<file path="src/rtl/dac_spi_pkg.sv">
// Shared constants, state encoding and frame builder for the LTC2624 SPI master.
package dac_spi_pkg;

    localparam int FRAME_W  = 32;
    localparam int CMD_MSB  = 23;
    localparam int ADDR_MSB = 19;
    localparam int DATA_MSB = 15;

    localparam int DIV_DEFAULT = 2;
    localparam int GAP_DEFAULT = 2;

    localparam logic [2:0] ST_IDLE     = 3'd0;
    localparam logic [2:0] ST_SHIFT_LO = 3'd1;
    localparam logic [2:0] ST_SHIFT_HI = 3'd2;
    localparam logic [2:0] ST_TAIL     = 3'd3;
    localparam logic [2:0] ST_GAP      = 3'd4;

    typedef logic [FRAME_W-1:0] frame_t;

    // Frame layout: {8'h00, command, address, data, 4'h0}, sent MSB first.
    function automatic frame_t build_frame(input logic [3:0]  cmd,
                                           input logic [3:0]  addr,
                                           input logic [11:0] code);
        frame_t f;
        f = '0;
        f[CMD_MSB  -: 4]  = cmd;
        f[ADDR_MSB -: 4]  = addr;
        f[DATA_MSB -: 12] = code;
        return f;
    endfunction

endpackage

</file>
<file path="src/rtl/dac_spi_tick.sv">
// Phase timer: load a cycle count minus one, tick is high on the last cycle of the phase.
module dac_spi_tick
    import dac_spi_pkg::*;
(
    input  logic       CLK50MHZ,
    input  logic       RST,
    input  logic       load,
    input  logic [7:0] load_val,
    output logic       tick
);

    logic [7:0] cnt;

    // Count down to zero and park there until the next load.
    always_ff @(posedge CLK50MHZ or negedge RST) begin
        if (!RST) begin
            cnt <= 8'd0;
        end else if (load) begin
            cnt <= load_val;
        end else if (cnt != 8'd0) begin
            cnt <= cnt - 8'd1;
        end
    end

    assign tick = (cnt == 8'd0);

endmodule

</file>
<file path="src/rtl/dac_spi_master.sv">
// SPI master for the LTC2624 quad DAC: one 32-bit frame out on MOSI per trigger,
// with the DAC's SDO word captured in parallel.
module dac_spi_master
    import dac_spi_pkg::*;
#(
    parameter int DIV = DIV_DEFAULT,
    parameter int GAP = GAP_DEFAULT
) (
    input  logic        CLK50MHZ,
    input  logic        RST,
    input  logic [11:0] data,
    input  logic [3:0]  address,
    input  logic [3:0]  command,
    input  logic        dactrig,
    output logic        dacdone,
    output logic [31:0] dac_datareceived,
    output logic        busy,
    output logic        SPI_SCK,
    output logic        SPI_MOSI,
    output logic        DAC_CS,
    output logic        DAC_CLR,
    input  logic        DAC_OUT
);

    localparam logic [7:0] DIV_M1 = 8'(DIV - 1);
    // The IDLE cycle before the next acceptance is itself one of the CS-high gap
    // cycles, so the GAP state only needs to cover the remaining GAP-1 cycles.
    localparam logic [7:0] GAP_LOAD = (GAP >= 2) ? 8'(GAP - 2) : 8'd0;

    logic [2:0]  state;
    logic [4:0]  bit_cnt;
    frame_t      frame_in;
    frame_t      tx_sr;
    frame_t      rx_sr;
    logic        tmr_load;
    logic [7:0]  tmr_val;
    logic        tick;

    assign frame_in = build_frame(command, address, data);

    dac_spi_tick u_tick (
        .CLK50MHZ (CLK50MHZ),
        .RST      (RST),
        .load     (tmr_load),
        .load_val (tmr_val),
        .tick     (tick)
    );

    // Reload the phase timer on every phase change; TAIL hands over to the gap length.
    always_comb begin
        tmr_load = 1'b0;
        tmr_val  = DIV_M1;
        case (state)
            ST_IDLE:     tmr_load = dactrig;
            ST_SHIFT_LO: tmr_load = tick;
            ST_SHIFT_HI: tmr_load = tick;
            ST_TAIL: begin
                tmr_load = tick;
                tmr_val  = GAP_LOAD;
            end
            default: ;
        endcase
    end

    // Frame FSM and all externally visible control outputs, each straight from a flop.
    always_ff @(posedge CLK50MHZ or negedge RST) begin
        if (!RST) begin
            state            <= ST_IDLE;
            bit_cnt          <= 5'd0;
            SPI_SCK          <= 1'b0;
            SPI_MOSI         <= 1'b0;
            DAC_CS           <= 1'b1;
            busy             <= 1'b0;
            dacdone          <= 1'b0;
            dac_datareceived <= 32'd0;
        end else begin
            dacdone <= 1'b0;
            case (state)
                ST_IDLE: begin
                    if (dactrig) begin
                        state    <= ST_SHIFT_LO;
                        bit_cnt  <= 5'd31;
                        DAC_CS   <= 1'b0;
                        SPI_MOSI <= frame_in[FRAME_W-1];
                        busy     <= 1'b1;
                    end
                end
                ST_SHIFT_LO: begin
                    if (tick) begin
                        SPI_SCK <= 1'b1;
                        state   <= ST_SHIFT_HI;
                    end
                end
                ST_SHIFT_HI: begin
                    if (tick) begin
                        SPI_SCK <= 1'b0;
                        if (bit_cnt != 5'd0) begin
                            bit_cnt  <= bit_cnt - 5'd1;
                            SPI_MOSI <= tx_sr[FRAME_W-2];
                            state    <= ST_SHIFT_LO;
                        end else begin
                            state <= ST_TAIL;
                        end
                    end
                end
                ST_TAIL: begin
                    if (tick) begin
                        DAC_CS           <= 1'b1;
                        dac_datareceived <= rx_sr;
                        dacdone          <= 1'b1;
                        if (GAP > 1) begin
                            state <= ST_GAP;
                        end else begin
                            state <= ST_IDLE;
                            busy  <= 1'b0;
                        end
                    end
                end
                ST_GAP: begin
                    if (tick) begin
                        state <= ST_IDLE;
                        busy  <= 1'b0;
                    end
                end
                default: begin
                    state   <= ST_IDLE;
                    SPI_SCK <= 1'b0;
                    DAC_CS  <= 1'b1;
                    busy    <= 1'b0;
                end
            endcase
        end
    end

    // Transmit/receive shift registers; fully overwritten each frame so no reset is needed.
    always_ff @(posedge CLK50MHZ) begin
        if (state == ST_IDLE && dactrig) begin
            tx_sr <= frame_in;
        end else if (state == ST_SHIFT_HI && tick && bit_cnt != 5'd0) begin
            tx_sr <= {tx_sr[FRAME_W-2:0], 1'b0};
        end
        if (state == ST_SHIFT_LO && tick) begin
            rx_sr <= {rx_sr[FRAME_W-2:0], DAC_OUT};
        end
    end

    // DAC clear is held while in reset and released on the first clock afterwards.
    always_ff @(posedge CLK50MHZ or negedge RST) begin
        if (!RST) begin
            DAC_CLR <= 1'b0;
        end else begin
            DAC_CLR <= 1'b1;
        end
    end

endmodule
</file>
<file path="config.mk">
export PLATFORM = sky130hd
export DESIGN_NAME = dac_spi_master
export DESIGN_NICKNAME = d
export VERILOG_FILES = /design/src/rtl/dac_spi_pkg.sv /design/src/rtl/dac_spi_tick.sv /design/src/rtl/dac_spi_master.sv
export SDC_FILE = /design/constraint.sdc
export NUM_CORES = 1
export LEC_CHECK = 0
export BUFFER_PORTS_ARGS = -buffer_cell sky130_fd_sc_hd__clkbuf_2
export CAP_MARGIN = 10
export CELL_PAD_IN_SITES_DETAIL_PLACEMENT = 1
export CELL_PAD_IN_SITES_GLOBAL_PLACEMENT = 1
export CORE_MARGIN = 2
export CORE_UTILIZATION = 47
export CTS_CLUSTER_SIZE = 16
export DETAILED_ROUTE_END_ITERATION = 7
export PLACE_DENSITY = 0.89
export RECOVER_POWER = 25
export SYNTH_ARGS = -nofsm -noshare
export SYNTH_HDL_FRONTEND = slang
export SYNTH_SLANG_ARGS = --single-unit
</file>
<file path="constraint.sdc">
create_clock -name CLK50MHZ -period 5.2 [get_ports CLK50MHZ]
set_clock_uncertainty 0.05 [all_clocks]
set_input_delay 0.26 -clock CLK50MHZ [delete_from_list [all_inputs] [get_ports CLK50MHZ]]
set_output_delay 0.26 -clock CLK50MHZ [all_outputs]
set_load 0.01 [all_outputs]
</file>
After elaboration in Yosys (flattened, before gate mapping)
Cells that the tools add are included.
{"block": "op_classes", "n_addsub": 2, "n_eq_ne": 10, "muxes": 29, "bitwise": 3, "reduce_logical": 20}
{"cell": "2-to-1 mux 24 bit", "n": 2}
{"cell": "2-to-1 mux 8 bit", "n": 2}
{"cell": "2-to-1 mux 3 bit", "n": 5}
{"cell": "2-to-1 mux 5 bit", "n": 3}
{"cell": "one-hot mux 3 bit (5 select lines)", "n": 1}
{"cell": "!= test 2 bit (second input constant)", "n": 6}
{"cell": "one-hot mux 5 bit (2 select lines)", "n": 1}
{"cell": "2-to-1 mux 1 bit", "n": 9}
{"cell": "one-hot mux 1 bit (3 select lines)", "n": 3}
{"cell": "AND reduction 3 bit", "n": 3}
{"cell": "OR reduction 3 bit", "n": 3}
{"cell": "logical NOT 8 bit", "n": 1}
{"cell": "nonzero test 8 bit", "n": 1}
{"cell": "subtractor 8 x 1 -> 8 bit (second input constant)", "n": 1}
{"cell": "equality test 3 x 2 -> 1 bit (second input constant)", "n": 2}
{"cell": "nonzero test 2 bit", "n": 3}
{"cell": "AND reduction 5 bit", "n": 1}
{"cell": "nonzero test 5 bit", "n": 1}
{"cell": "subtractor 5 x 1 -> 5 bit (second input constant)", "n": 1}
{"cell": "logical AND 1 bit", "n": 4}
{"cell": "one-hot mux 1 bit (2 select lines)", "n": 2}
{"cell": "AND reduction 4 bit", "n": 1}
{"cell": "equality test 3 x 1 -> 1 bit (second input constant)", "n": 1}
{"cell": "equality test 3 bit (second input constant)", "n": 1}
{"cell": "other kinds (4)", "n": 6}
{"block": "totals", "regBits": 113, "inputBits": 24, "output_inout_bits": 38}

Logic depth before layout (Yosys ltp)
{"block": "logic_depth", "ltp_word": 5, "depth_mapped": 7, "ltp_nobuf": 6}

Hierarchy
A second synthesis with hierarchy kept.
{"block": "hier_totals", "cells_unflattened": 340, "area_unflattened_um2": 4546.9}
{"mod": "dac_spi_master", "n_inst": 1, "cells_per_inst": 286, "area_each_um2": 4070.2, "seq_area_each_um2": 2854.0}
{"mod": "dac_spi_tick", "n_inst": 1, "cells_per_inst": 54, "area_each_um2": 476.7, "seq_area_each_um2": 200.2}

Least setup slack after synthesis
No wires, ideal clock.
{"block": "synth_path", "path_type": "flip-flop to flip-flop", "startpoint": "reg u_tick.cnt[0]", "endpoint": "reg rx_sr[0] (enable)", "setup_time_ns": 0.461, "t_arrival_ns": 3.406, "t_required_ns": 4.689, "slack_ns": 1.283, "path_stages_with_launch": 6, "path_buffers": 0, "path_cell_list": "dfrtp_1 > inv_1 > ha_1 > nor3b_2 > nand2_2 > nor3_1"}
{"block": "synth_between", "elab_chain_len": 2}
{"element": "from (decl)", "line": "dac_spi_tick.sv:12", "source": "logic [7:0] cnt;"}
{"element": "from (signal assigned)", "line": "dac_spi_tick.sv:19", "source": "cnt <= load_val;"}
{"element": "from (signal assigned)", "line": "dac_spi_tick.sv:21", "source": "cnt <= cnt - 8'd1;"}
{"element": "logical NOT 8 bit", "line": "dac_spi_tick.sv:25", "source": "assign tick = (cnt == 8'd0);"}
{"element": "logical AND 1 bit", "line": "dac_spi_master.sv:142", "source": "if (state == ST_SHIFT_LO && tick) begin"}
{"element": "to (signal assigned)", "line": "dac_spi_master.sv:143", "source": "rx_sr <= {rx_sr[FRAME_W-2:0], DAC_OUT};"}
{"element": "to (decl)", "line": "dac_spi_master.sv:34", "source": "frame_t rx_sr;"}
No other way between the ends.
A chain may end at the register's enable or synchronous reset.

Worst setup path in the final report
{"block": "layout_path", "startpoint": "reg state[2]", "endpoint": "reg bit_cnt[0]"}
{"block": "layout_between", "elab_chain_len": 3}
{"element": "from (decl)", "line": "dac_spi_master.sv:30", "source": "logic [2:0] state;"}
{"element": "from (signal assigned)", "line": "dac_spi_master.sv:68", "source": "state <= ST_IDLE;"}
{"element": "from (signal assigned)", "line": "dac_spi_master.sv:81", "source": "state <= ST_SHIFT_LO;"}
{"element": "from (signal assigned)", "line": "dac_spi_master.sv:91", "source": "state <= ST_SHIFT_HI;"}
{"element": "equality test 3 x 2 -> 1 bit or logical NOT 3 bit (tied branches)", "line": "dac_spi_master.sv:78", "source": "case (state)"}
{"element": "!= test 2 bit (no source line) or nonzero test 2 bit (tied branches)"}
{"element": "AND reduction 4 bit (no source line)"}
{"element": "to (signal assigned)", "line": "dac_spi_master.sv:98", "source": "bit_cnt <= bit_cnt - 5'd1;"}
{"element": "to (decl)", "line": "dac_spi_master.sv:31", "source": "logic [4:0] bit_cnt;"}
Several ways; a longest one is shown, not always the timed one.

==> impl_metrics.env <==
export IMPL_status="finished, violations left"
export IMPL_violations="max-capacitance violations, max-slew violations"
export IMPL_grt_ovfl_total=0
export IMPL_syn_nets=313
export IMPL_multiInputGateArea_um2=1224
export IMPL_postSynthAreaPerCell_um2=15.28
export IMPL_arrival_ps=3500
export IMPL_grt_usage=0.2333
export IMPL_die_h_um=100.4
export IMPL_clk_latency_ps=500
export IMPL_final_seq_area_um2=3054
export IMPL_drv_cap=1
export IMPL_critPathRequiredTime_ps=5520
export IMPL_grt_util_met2=0.4042
export IMPL_synthSimpleGateAreaFrac=0.07904
export IMPL_synth_area_mux_share=0.1386
export IMPL_clkPwrFrac=0.362
export IMPL_finalCritPeriodShare=0.6102
export IMPL_first_global_vias=3083
export IMPL_ant_nets=0
export IMPL_combPwrFrac=0.220
export IMPL_grt_busiest_layer="met2"
export IMPL_synth_seq_cells=113
export IMPL_yosys_warnings=0
export IMPL_start_util=0.4797
export IMPL_via_per_inst=5.524
export IMPL_p_seq_frac=0.418
export IMPL_routed_wirelength_mm=10.83
export IMPL_min_path_type="in -> reg"
export IMPL_layout_min_cycle_time_ps=3173
export IMPL_drc=0
export IMPL_die_w_um=100.4
export IMPL_synthAdderAreaFrac=0.008591
export IMPL_cp_start_kind="flop"
export IMPL_diodes=0
export IMPL_wire_per_inst_um=22.00
export IMPL_maxSlewViolCount=55
export IMPL_drive_above_1_share=0.4121
export IMPL_final_common_cell="clkbuf_2"
export IMPL_grt_start_max_net_pins=55
export IMPL_core_area_um2=9109
export IMPL_nets=395
export IMPL_fill_cells=874
export IMPL_cts_root_buf="clkbuf_8"
export IMPL_die_area_um2=10080
export IMPL_max_freq_ghz=0.3151
export IMPL_tightest_slew_ps=3011
export IMPL_synth_cell_area_um2=4369
export IMPL_power_density_nw_per_um2=597.6
export IMPL_clk_pin_slew_ps=60
export IMPL_placementRows=35
export IMPL_layout_common_cells="clkbuf_2 (61), dfrtp_1 (53), edfxtp_1 (52)"
export IMPL_p_int_w=0.002257
export IMPL_critPathMaxFanout=24
export IMPL_antenna_found_initial=0
export IMPL_cts_sinks=113
export IMPL_gp_congestion=0.7996
export IMPL_setup_viol=0
export IMPL_tns_ps=0
export IMPL_synth_cells=286
export IMPL_switching_share=0.3104
export IMPL_syn_to_final_growth_pct=25.34
export IMPL_max_slew_margin_rel=-1.007
export IMPL_cts_resized=0
export IMPL_dp_slack_ps=2103
export IMPL_synth_compound_area_frac=0.04582
export IMPL_cts_made_buffers=17
export IMPL_r2r_slack_ps=2030
export IMPL_power_net_switching_w=0.001016
export IMPL_met1_usage=0.2848
export IMPL_synth_top_family_by_area="multiplexers"
export IMPL_irDropWorstVdd_v=0.0003093
export IMPL_crit_type="reg -> reg"
export IMPL_worst_slack_ps=2027
export IMPL_vias=2718
export IMPL_grt_pass1_wl_mm=17.35
export IMPL_io_pin_count=62
export IMPL_cts_path_max_buffers=2
export IMPL_io_buffers=61
export IMPL_ys_types=46
export IMPL_hold_viol=0
export IMPL_synthXorXnorAreaFrac=0.006014
export IMPL_htreeDepth=4
export IMPL_firstDrtPassIters=4
export IMPL_leakagePower_nw=2.282
export IMPL_end_kind="flop"
export IMPL_cts_tree="built"
export IMPL_hpwlAfterDp_mm=5.785
export IMPL_first_iter_violations=192
export IMPL_grtUsageMet3=0.05084
export IMPL_rsz0062_at_grt="false"
export IMPL_yosysSeqAreaShare=0.6990
-- worst paths after layout --
kind                                                    endpoint                  from  cells past startpoint
worst max-delay path                      bit_cnt[0]$_DFFE_PN0P_  state[2]$_DFFE_PN0P_                      4
worst min-delay path                         tx_sr[23]$_DFFE_PP_            command[3]                      2
worst max register to register            bit_cnt[0]$_DFFE_PN0P_  state[2]$_DFFE_PN0P_                      4
worst min register to register               rx_sr[31]$_DFFE_PP_   rx_sr[30]$_DFFE_PP_                      0
max in group asynchronous       dac_datareceived[23]$_DFFE_PN0P_                   RST                      3
min in group asynchronous                    SPI_SCK$_DFFE_PN0P_                   RST                      3
-- cell usage after synthesis (all sizes together) --
master,number,area [um^2]
dfstp,1,26.28
nand2,22,85.09
nand4,1,12.51
inv,6,22.52
and2,2,12.51
o31ai,1,12.51
nand3,1,5.000
conb,1,3.750
a31oi,2,12.51
ha,3,37.54
buf,8,58.80
o22ai,1,6.260
o32ai,1,8.760
mux2,52,585.6
o21ba,1,10.01
nand2b,2,12.51
xnor2,2,17.52
nor4b,1,8.760
edfxtp,52,1562
a2bb2oi,1,8.760
dfrtp,53,1326
o211ai,1,7.510
a221oi,1,8.760
a21oi,16,80.08
mux2i,2,20.02
nor3,8,51.30
nor2,12,45.04
nor3b,2,20.02
o21ai,4,20.02
o2bb2ai,1,8.760
or4b,1,10.01
dfxtp,7,140.1
clkbuf,4,15.01
nand3b,2,15.01
a31o,1,8.760
xor2,1,8.760
and3,3,18.77
and4,1,8.760
a211oi,1,7.510
nor4,1,21.27
or3,3,18.77
-- power groups by stage --
stage	combinational (W)	clock, W	sequential (W)
global route	0.000778	0.00124	0.00140
floorplan	0.000406	0	0.00136
CTS	0.000724	0.00119	0.00137
detailed placement	0.000677	0	0.00136
global placement	0.000639	0	0.00133
finish	0.000719	0.00119	0.00137
-- flip-flops by register name (all words and copies together), names as in the netlist --
name	flops
dac_datareceived	32
rx_sr	32
tx_sr	27
u_tick.cnt	8
bit_cnt	5
state	3
DAC_CLR	1
DAC_CS	1
SPI_MOSI	1
SPI_SCK	1
busy	1
dacdone	1
-- critical path, stage by stage, from the launching register on --
cell	delay (ps)
dfrtp_1	560
nand2b_1	240
or3_1	770
nand2_1	860
mux2_2	560
-- area by class of cell --
type,count,share of cell area
Clock buffer,18,0.07814
Inverter,6,0.004112
Sequential cell,113,0.5577
Timing Repair Buffer,75,0.07882
Clock inverter,14,0.03244
Tap cell,111,0.02536
Multi-Input combinational cell,155,0.2234
-- logic make-up (layout without fill, tap and decap cells) --
logic type,Yosys count,after routing
DFF,113,113
and+or+nand+nor,62,62
muxes,54,54
AOI/OAI and AO/OA,32,32
buffers and inverters,18,113
adders and majority gates,3,3
xor gates and xnor gates,3,3
other,1,1
-- per-layer routing --
metal  share of wire  wire length (um)  up-vias
met5               0                 0        -
met4           0.019               203        0
met3           0.032               349       17
met2            0.55              5995       65
met1            0.40              4278     1426
li1                -                 -     1210
-- repair_timing --
item,CTS,global route
endpoints found under the hold margin,62,0
hold buffers,10,0
setup endpoints to repair,0,0
buffers inserted,0,0
-- through the flow --
step	total power [W]	util	std cells	hold WS, ps	cell area [um^2]
2_1_floorplan	0.001770	-	286	-85.59	4369
3_5_place_dp	0.002041	0.5242	450	386.7	4775
5_1_grt	0.003410	0.6012	492	9.023	5477
4_1_cts	0.003287	0.6016	492	5.665	5480
6_report	0.003273	0.6012	492	26.97	5477
3_3_place_gp	0.001974	0.5242	450	375.8	4775
Power figures use the tool's default switching activity.
